===== src/rtl/adder_share_arb.sv =====
// adder_share_arb: arbitrates two requesters onto one external adder.
// A granted request has its operands registered onto the adder inputs.
// The sum and the overflow flag are captured one cycle later.
// They are then held for the owning port until it takes them.
module adder_share_arb #(
  parameter int WIDTH = 16,
  parameter bit RR_EN = 1'b1
) (
  input  logic             i_clk,
  input  logic             i_rst,
  input  logic [1:0]       i_req_valid,
  output logic [1:0]       o_req_ready,
  input  logic [WIDTH-1:0] i_req_a0,
  input  logic [WIDTH-1:0] i_req_b0,
  input  logic [WIDTH-1:0] i_req_a1,
  input  logic [WIDTH-1:0] i_req_b1,
  output logic [1:0]       o_rsp_valid,
  input  logic [1:0]       i_rsp_ready,
  output logic [WIDTH-1:0] o_rsp_sum,
  output logic             o_rsp_err,
  output logic [WIDTH-1:0] o_add_a,
  output logic [WIDTH-1:0] o_add_b,
  input  logic [WIDTH-1:0] i_add_sum,
  input  logic             i_add_err,
  output logic             o_busy,
  output logic [15:0]      o_op_count
);

  typedef enum logic [1:0] {
    ST_IDLE = 2'd0,
    ST_ADD  = 2'd1,
    ST_RESP = 2'd2
  } state_t;

  state_t           r_state;
  state_t           w_state_next;
  logic             w_grant;
  logic             w_grant_vld;
  logic             w_accept;
  logic             w_rsp_hs;
  logic             r_owner;
  logic             r_last_grant;
  logic [1:0]       r_rsp_valid;
  logic [WIDTH-1:0] r_rsp_sum;
  logic             r_rsp_err;
  logic [WIDTH-1:0] r_add_a;
  logic [WIDTH-1:0] r_add_b;
  logic             r_busy;
  logic [15:0]      r_op_count;

  // Grant selection: a lone requester wins.
  // On contention, the port not granted last time wins, or port 0 when RR is off.
  always_comb begin
    w_grant     = 1'b0;
    w_grant_vld = 1'b0;
    case (i_req_valid)
      2'b01: begin
        w_grant     = 1'b0;
        w_grant_vld = 1'b1;
      end
      2'b10: begin
        w_grant     = 1'b1;
        w_grant_vld = 1'b1;
      end
      2'b11: begin
        w_grant_vld = 1'b1;
        if (RR_EN != 1'b0) begin
          w_grant = ~r_last_grant;
        end else begin
          w_grant = 1'b0;
        end
      end
      default: begin
        w_grant     = 1'b0;
        w_grant_vld = 1'b0;
      end
    endcase
  end

  // Next-state logic plus request-ready and handshake strobes
  always_comb begin
    w_state_next = r_state;
    o_req_ready  = 2'b00;
    w_accept     = 1'b0;
    w_rsp_hs     = 1'b0;
    case (r_state)
      ST_IDLE: begin
        if (w_grant_vld) begin
          o_req_ready  = w_grant ? 2'b10 : 2'b01;
          w_accept     = 1'b1;
          w_state_next = ST_ADD;
        end else begin
          w_state_next = ST_IDLE;
        end
      end
      ST_ADD: begin
        w_state_next = ST_RESP;
      end
      ST_RESP: begin
        // Only the owner's ready bit can release the response
        if (i_rsp_ready[r_owner]) begin
          w_rsp_hs     = 1'b1;
          w_state_next = ST_IDLE;
        end else begin
          w_state_next = ST_RESP;
        end
      end
      default: begin
        w_state_next = ST_IDLE;
      end
    endcase
  end

  // State register
  always_ff @(posedge i_clk) begin
    if (i_rst) begin
      r_state <= ST_IDLE;
    end else begin
      r_state <= w_state_next;
    end
  end

  // Datapath, grant history, response and completion counter registers
  always_ff @(posedge i_clk) begin
    if (i_rst) begin
      r_add_a      <= {WIDTH{1'b0}};
      r_add_b      <= {WIDTH{1'b0}};
      r_owner      <= 1'b0;
      r_last_grant <= 1'b1;
      r_rsp_valid  <= 2'b00;
      r_rsp_sum    <= {WIDTH{1'b0}};
      r_rsp_err    <= 1'b0;
      r_busy       <= 1'b0;
      r_op_count   <= 16'h0000;
    end else begin
      r_busy <= (w_state_next != ST_IDLE);
      // Adder operands change only on accept, so the adder input is quiet otherwise
      if (w_accept) begin
        r_add_a      <= w_grant ? i_req_a1 : i_req_a0;
        r_add_b      <= w_grant ? i_req_b1 : i_req_b0;
        r_owner      <= w_grant;
        r_last_grant <= w_grant;
      end
      if (r_state == ST_ADD) begin
        r_rsp_sum   <= i_add_sum;
        r_rsp_err   <= i_add_err;
        r_rsp_valid <= r_owner ? 2'b10 : 2'b01;
      end
      if (w_rsp_hs) begin
        r_rsp_valid <= 2'b00;
        r_op_count  <= r_op_count + 16'h0001;
      end
    end
  end

  assign o_add_a     = r_add_a;
  assign o_add_b     = r_add_b;
  assign o_rsp_valid = r_rsp_valid;
  assign o_rsp_sum   = r_rsp_sum;
  assign o_rsp_err   = r_rsp_err;
  assign o_busy      = r_busy;
  assign o_op_count  = r_op_count;

endmodule


===== config.mk =====
export PLATFORM = sky130hd
export DESIGN_NAME = adder_share_arb
export DESIGN_NICKNAME = d
export VERILOG_FILES = /design/src/rtl/adder_share_arb.sv
export SDC_FILE = /design/constraint.sdc
export NUM_CORES = 1
export LEC_CHECK = 0
export ABC_AREA = 1
export CORE_UTILIZATION = 41
export DETAILED_ROUTE_END_ITERATION = 10
export PLACE_DENSITY_LB_ADDON = 0.3
export SETUP_SLACK_MARGIN = 0.3
export SYNTH_ARGS = -nofsm -noshare
export SYNTH_HDL_FRONTEND = slang
export SYNTH_SLANG_ARGS = --single-unit

===== constraint.sdc =====
create_clock -name i_clk -period 1.5 [get_ports i_clk]
set_input_delay 0.3 -clock i_clk [delete_from_list [all_inputs] [get_ports i_clk]]
set_output_delay 0.3 -clock i_clk [all_outputs]
set_load 0.02 [all_outputs]

=== Yosys cells after proc, flatten, opt, wreduce, memory -nomap -nowiden ===
Cells that the tools add are included.
Widths: inputs -> output; s select.

* Reductions and logical operators: 4
* Bitwise gates (word level): 1
* $lt $le $gt $ge: 1
* Eq/ne operators: 5
* Add/sub/neg operators: 1
* Mux-type cells: 17

{| class="wikitable"
|+ Operators by type and width
! kind !! count
|-
| $mux 16 || 2
|-
| $add 16x1->16 const B || 1
|-
| $mux 2 || 5
|-
| $mux 1 || 8
|-
| $eq 2x2->1 const B || 3
|-
| $pmux 2 s3 || 1
|-
| $eq 2x1->1 const B || 2
|-
| $reduce_or 3->1 || 1
|-
| $logic_not 2->1 || 1
|-
| $lt 1x2->1 const B || 1
|-
| $pmux 1 s2 || 1
|-
| $reduce_bool 2->1 || 1
|-
| $reduce_or 2->1 || 1
|-
| $not 1->1 || 1
|}

* Flip-flop bits (word level): 72
* Word-level logic and storage cells: 39

=== Longest topological paths before layout ===
Gate-level depths: netlist of run 1.

* Depth after elaboration: 6
* Depth in mapped cells: 10
* Gate-level depth less buffers: 9

=== Worst setup path before layout of run 1 ===
No wires, ideal clock.

* Kind: reg-to-reg
* Start point: reg r_op_count[1] (netlist: o_op_count[1])
* End point: reg r_op_count[8] (netlist: o_op_count[8])
* Library setup time: 0.113 ns
* Buffers on the path: 0
* Slack: 0.047 ns
* Period minus slack after synthesis: 1.453 ns
* Arrival time: 1.340 ns
* Required time: 1.387 ns
* Stages on the path, launching flop included: 9
* Cell sequence: dfxtp_1 -> ha_1 -> nand2_1 -> nor2_1 -> nand2_1 -> nor2_4 -> nand2_1 -> nor2_1 -> nor2_1

* Longest elaborated chain between the ends: 1

{| class="wikitable"
|+ Ends and longest elaborated chain
! item !! RTL line !! source
|-
| start, declared || 49 || <nowiki>logic [15:0] r_op_count;</nowiki>
|-
| start signal, assigned || 151 || <nowiki>r_op_count <= r_op_count + 16'h0001;</nowiki>
|-
| $add 16x1->16 || 151 ||
|}

No other way between the ends.
A chain may end at the register's enable or synchronous reset.

=== Worst setup path in the final report of run 1 ===
* Start point: reg r_last_grant
* End point: out o_req_ready[1]

* Longest elaborated chain between the ends: 5

{| class="wikitable"
|+ Ends and longest elaborated chain
! item !! RTL line !! source
|-
| start, declared || 42 || <nowiki>logic r_last_grant;</nowiki>
|-
| start signal, assigned || 142 || <nowiki>r_last_grant <= w_grant;</nowiki>
|-
| $not 1->1 || 68 || <nowiki>w_grant = ~r_last_grant;</nowiki>
|-
| $pmux 1 s2 || 56 || <nowiki>case (i_req_valid)</nowiki>
|-
| $mux 2 || 89 || <nowiki>o_req_ready = w_grant ? 2'b10 : 2'b01;</nowiki>
|-
| $mux 2 || 88 || <nowiki>if (w_grant_vld) begin</nowiki>
|-
| $mux 2 || 86 || <nowiki>case (r_state)</nowiki>
|-
| end, declared || 12 || <nowiki>output logic [1:0] o_req_ready,</nowiki>
|}

No other way between the ends.

==> results of run 1 <==
==> worst max-delay path by stage <==
stage,from,endpoint,cells past startpoint
3_5_place_dp,i_req_valid[0],o_req_ready[1],5
3_3_place_gp,i_req_valid[1],o_req_ready[1],6
5_1_grt,r_last_grant,o_req_ready[1],4
2_1_floorplan,o_op_count[0],o_op_count[8],8
4_1_cts,r_state[0],o_req_ready[0],4
6_report,r_last_grant,o_req_ready[1],4
==> cells in the final DEF, fill, tap and decap left out, types with 9 or more instances in the layout <==
cell type and n:
buf_12 9, o21ai_0 18, buf_2 49, buf_6 12, dfxtp_1 54, dfxtp_2 10, buf_4 43, o211ai_1 33
clkdlybuf4s50_1 84, nor2_1 45, nand2_1 100, inv_1 52, nand3_2 36, nor2_2 13, nor2_4 9, inv_2 9
clkbuf_8 9
==> state kept, by name, indices dropped and copies added (netlist names) <==
register and cells:
o_op_count 16, o_rsp_err 1, o_add_a 16, o_rsp_sum 16, r_state 2, r_last_grant 1
o_busy 1, o_rsp_valid 2, o_add_b 16, r_owner 1
==> cells by family (layout without fill, tap and decap cells) <==
| logic type | count (synthesis) | after routing | synth area share, % |
|---|---|---|---|
| DFF | 72 | 72 | 44.24 |
| xor gates and xnor gates | 2 | 2 | 0.5377 |
| AOI/OAI and AO/OA | 70 | 70 | 13.90 |
| and+or+nand+nor | 224 | 224 | 29.30 |
| buffers and inverters | 88 | 289 | 11.64 |
| adders and majority gates | 1 | 1 | 0.3840 |
==> routing by layer <==
metal | global-route usage, % | vias up | share of wire (%)
met4 | 9.524 | 0 | 1.8
met1 | 28.65 | 1726 | 42
met3 | 5.109 | 17 | 5.7
li1 | - | 1852 | -
met5 | 0 | - | 0
met2 | 41.60 | 129 | 50
==> metrics by stage <==
step / instances / total power, mW
after floorplan: 457 / 2.915
after global placement: 715 / 3.634
after detailed placement: 715 / 3.667
after CTS: 746 / 5.224
after global routing: 760 / 5.693
final: 760 / 5.420
==> report_power, final <==
group	switching, mW	internal [mW]
logic	0.891	0.883
clock network	0.708	0.760
registers	0.0995	2.08
total	1.70	3.72
==> tightest hold or removal path: stages (launching register included) <==
cell,delay (ps)
dfxtp_1,320
nand2_1,70
a21oi_1,60
==> what timing repair did <==
item | in CTS | in global routing
gates resized for setup | 326 | 102
gates cloned | 7 | 2
pin swaps | 9 | 40
setup endpoints to repair | 138 | 93
buffers inserted | 8 | 12
==> final cells by class <==
class                           count  area [sq um]  share of cell area, %
Timing Repair inverter              2         15.01                 0.2594
Clock inverter                      6         60.06                  1.038
Sequential cell                    72          1484                  25.64
Clock buffer                       10         127.6                  2.205
Timing Repair Buffer              207          1946                  33.61
Tap cell                          102         127.6                  2.205
Multi-Input combinational cell    297          1774                  30.65
Inverter                           64         254.0                  4.388
==> out/metrics.cfg, run 1 <==
[run_status]
run_status=finished, final reports clean

[yosys]
synth_commonest_cells=nand2_1 (105), dfxtp_1 (72), nor2_1 (62)
synthFlopType=dfxtp_1
synth-seq-cells=72
synth_edf_count=0
synth_area_per_cell_sq_um=7.129
synth-seq-area-share_pct=44.24
netlist_instances=457
syn_area_sq_um=3258
synthArstFlopShare_pct=0
netlist_top_cells_area=dfxtp_1 (44%), nand2_1 (12%), o211ai_1 (7.6%)
yosysMostFrequentCell=nand2_1
ys_types=28
yosysWarnings=0
syn-num-nets=545
synth_top_area_cell=dfxtp_1
yosys.area.top_type_share_pct=44.24

[route]
first_iter_violations=84
vias_per_cell=4.900
drt_first_pass_iters=4
via_count=3724
drt_wl_total_microns=10710
postRouteAntennaNets=0
remaining_drc_errors=0
wl_per_cell_microns=14.10

[sta]
period_share_pct=95.74
fin_crit_ps=1436
setup_ws_ps=63.90
whs_ps=483.7
tightest_slew_ps=317.0
slew_headroom_pct=78.87
hold_viol=0
skew_ps=8.707
setup_viol_count_final=0
fmax_mhz=696.3
rsz0062_at_grt=yes
finalMaxSlewViolations=0
totalNegativeSetupSlack_ps=0

[final_layout]
fin_nets=741
drive_gt1_share_pct=37.23
fin_area_sq_um=5788
n_antenna_cell=0
nFillCells=595
fin_util_pct=75.29
syn_to_final_growth_pct=77.65

[job]
maxCapViolCount=0

[placement]
place_worst_setup_slack_ps=-589.6
dp_hpwl_microns=6493
io_buffers=156
place_congestion=0.7654
post_dp_cell_area_sq_um=5080

[pwr]
p_leak_nw=2.751
ir_drop_mv=0.5760
p_per_area_nw_per_um2=936.5

[critical_path]
required_ps=1200
critPathBufInv=2
path_max_fanout=2
arrival_ps=1140
crit_path_end_kind=primary output
slowest_delay_ps=350
crit_slowest_cell=dfxtp_2
r2r_end=o_add_b[3]
reg2reg_depth=9
critical-path-top-delay-family=flip-flops
start_kind=register
rrSetupSlack_ps=100
path_cells=a21oi_4, inv_2, nor2_4, buf_6
reg2reg_from=r_state[1]
setup.worst_path.class=register to primary output

[grt]
grt_overflow=0
grt_usage_pct=23.93
grt_max_degree=36
antenna_found_initial=0
grt_pass1_wl_microns=15900
grt_pass1_vias=3412

[floorplan]
die_h_microns=91.15
io_pins=157
coreArea_sq_um=7687
rows=32
dieArea_sq_um=8307
fp.dieW_microns=91.15
start_util_pct=42.38

[cts]
htree_levels=3
clock_latency_ps=330
clkSinkCount=72
hold_buffers=0
cts_tree=built
clk_pin_slew_ps=70
numCtsBuffers=9
ctsLongestPathBuffers=2
cts_root_buffer=clkbuf_8

[min_path]
holdCritStartpoint=o_rsp_valid[1]
hold_path.class=register to register
hold_depth=2
worst_hold_path.endpoint=o_rsp_valid[1]

(Power assumes the default switching activity.)
==> inputs of run 2 (changes only) <==
- CORE_ASPECT_RATIO: default -> 0.75
- CORE_MARGIN: default -> 5
- CTS_CLUSTER_DIAMETER: default -> 100
==> run 2 against run 1 <==
Effect of this change: flip-flop and latch count stayed put; power is 5.8% higher; design area is 4.4% higher; register-to-register slack worse by 50 ps; sequential power hardly changed; largest cell class unchanged; largest power group unchanged.
==> out/metrics.cfg, run 2 (synthesis gave the netlist of run 1 again) <==
[run_status]
run_status=finished, final reports clean  ; unchanged

[critical_path]
cpMostUsedCell=buf_6
setup.worst_path.class=register to register  ; was register to primary output
arrival_ps=1690  ; was 1140 ps
path_max_fanout=5  ; was 2
critPathBufInv=6  ; was 2
critical-path-top-delay-family=buffers and inverters  ; was flip-flops
rrSetupSlack_ps=50  ; was 100 ps
start_kind=register  ; unchanged
slowest_delay_ps=330  ; was 350 ps
required_ps=1730  ; was 1200 ps
crit_path_end_kind=register  ; was primary output
path_cells=buf_4, buf_6, buf_6, nor2_4, buf_12, buf_6, clkinvlp_4, nor2_1, nor2_1  ; was a21oi_4, inv_2, nor2_4, buf_6
crit_slowest_cell=dfxtp_2  ; unchanged

[route]
remaining_drc_errors=0  ; unchanged
first_iter_violations=142  ; was 84
postRouteAntennaNets=0  ; unchanged
drt_first_pass_iters=5  ; was 4
wl_per_cell_microns=15.61  ; was 14.10 microns
via_count=3826  ; was 3724
drt_wl_total_microns=11960  ; was 10710 microns
vias_per_cell=4.995  ; was 4.900

[floorplan]
die_h_microns=87.20  ; was 91.15 microns
fp.dieW_microns=112.9  ; was 91.15 microns
io_pins=157  ; unchanged
coreArea_sq_um=7812  ; was 7687 sq um
dieArea_sq_um=9848  ; was 8307 sq um
rows=28  ; was 32
start_util_pct=41.70  ; was 42.38%

[final_layout]
final_common_cell=nand2_1  ; unchanged
n_antenna_cell=0  ; unchanged
syn_to_final_growth_pct=85.52  ; was 77.65%
final_cell_mix=nand2_1 (99), clkdlybuf4s50_1 (84), buf_4 (61)  ; was nand2_1 (100), clkdlybuf4s50_1 (84), dfxtp_1 (54)
drive_gt1_share_pct=40.09  ; was 37.23%
nFillCells=536  ; was 595
fin_nets=745  ; was 741

[grt]
antenna_found_initial=0  ; unchanged
grt_usage_pct=22.26  ; was 23.93%
grt_overflow=0  ; unchanged
grt_pass1_vias=3670  ; was 3412
grt_max_degree=47  ; was 36
grt_pass1_wl_microns=17630  ; was 15900 microns

[sta]
fin_crit_ps=1453  ; was 1436 ps
slew_headroom_pct=77.24  ; was 78.87%
skew_ps=10.68  ; was 8.707 ps
setup_viol_count_final=0  ; unchanged
hold_viol=0  ; unchanged
fmax_mhz=688.1  ; was 696.3 MHz
rsz0062_at_grt=yes  ; unchanged
tightest_slew_ps=341.4  ; was 317.0 ps
whs_ps=471.9  ; was 483.7 ps
totalNegativeSetupSlack_ps=0  ; unchanged
finalMaxSlewViolations=0  ; unchanged
period_share_pct=96.89  ; was 95.74%

[cts]
cts_root_buffer=clkbuf_8  ; unchanged
ctsLongestPathBuffers=2  ; unchanged
hold_buffers=0  ; unchanged
clock_latency_ps=350  ; was 330 ps
clkSinkCount=72  ; unchanged
htree_levels=3  ; unchanged
clk_pin_slew_ps=70  ; about the same
numCtsBuffers=9  ; unchanged
cts_tree=built  ; unchanged

[placement]
place_congestion=0.7882  ; was 0.7654
io_buffers=156  ; unchanged
dp_hpwl_microns=7222  ; was 6493 microns

[job]
maxCapViolCount=0  ; unchanged

[pwr]
p_leak_nw=2.789  ; was 2.751 nW
ir_drop_mv=0.6666  ; was 0.5760 mV
p_per_area_nw_per_um2=949.0  ; was 936.5 nW/um^2

[min_path]
hold_path.class=register to register  ; unchanged

==> run 2: cell types whose count changed in the layout (fill, tap and decap cells not counted), moves of 4 or more <==
cell     change
nor2_1       -5
buf_4       +18
nor2_2       -4
buf_2       -19
buf_6        +5
nand3_4      +4
dfxtp_1      -5
nor2_4       +9
dfxtp_2      +6
==> run 2: area by class of cell <==
class | count | area, sq um | share of cell area [%]
Sequential cell | 72 | 1488 | 24.61
Timing Repair inverter | 2 | 15.01 | 0.2484
Multi-Input combinational cell | 297 | 1882 | 31.13
Inverter | 64 | 261.5 | 4.326
Clock buffer | 11 | 162.7 | 2.691
Timing Repair Buffer | 211 | 2053 | 33.97
Clock inverter | 4 | 51.30 | 0.8487
Tap cell | 105 | 131.4 | 2.173
==> run 2: power breakdown <==
| part | leakage [nW] | internal [mW] | total [mW] | switching [mW] |
|---|---|---|---|---|
| Sequential | 0.604 | 2.08 | 2.19 | 0.101 |
| Combinational | 2.08 | 0.959 | 1.92 | 0.961 |
| Clock | 0.107 | 0.906 | 1.63 | 0.725 |
==> run 2: metal layers <==
layer	vias up	wire length [microns]	GRT usage, %
li1	1861	-	-
met1	1793	4742	26.09
met2	153	6095	39.19
met3	19	937	8.264
met4	0	180	4.803
met5	-	0	0
==> run 2: final timing paths <==
path / endpoint / startpoint / cells past startpoint
worst max-delay path: o_rsp_sum[0] / r_state[1] / 9
worst min-delay path: o_rsp_valid[1] / o_rsp_valid[1] / 2
worst max register to register: o_rsp_sum[0] / r_state[1] / 9
worst min register to register: o_rsp_valid[1] / o_rsp_valid[1] / 2
==> run 2: timing repair <==
item	in CTS	in global routing
setup buffers	13	11
cloned	8	3
pin swaps	17	42
resized for setup	374	112
endpoints found under the setup margin	138	108
==> run 2: worst register-to-register path: stages (launching register included) <==
cell and delay, ps:
dfxtp_2 330, buf_4 130, buf_6 110, buf_6 120, nor2_4 150, buf_12 140, buf_6 100, clkinvlp_4 130
nor2_1 110, nor2_1 50
==> run 2: per-stage QoR <==
| stage | area (sq um) | power [mW] | setup WS (ps) | cells | utilization, % |
|---|---|---|---|---|---|
| 5_1_grt | 6045 | 5.994 | -30.00 | 766 | 77.37 |
| 2_1_floorplan | 3291 | 2.915 | 291.7 | 457 | - |
| 3_5_place_dp | 5044 | 3.646 | -565.6 | 716 | 64.56 |
| 6_report | 6045 | 5.736 | 46.62 | 766 | 77.37 |
| 3_3_place_gp | 5044 | 3.619 | -539.9 | 716 | 64.56 |
| 4_1_cts | 5512 | 5.481 | 61.70 | 752 | 70.55 |
==> inputs of run 3 (changes only) <==
- CTS_CLUSTER_SIZE: default -> 24
==> results of run 3 <==
Final layout, timing and power as in run 2 (identical DEF).
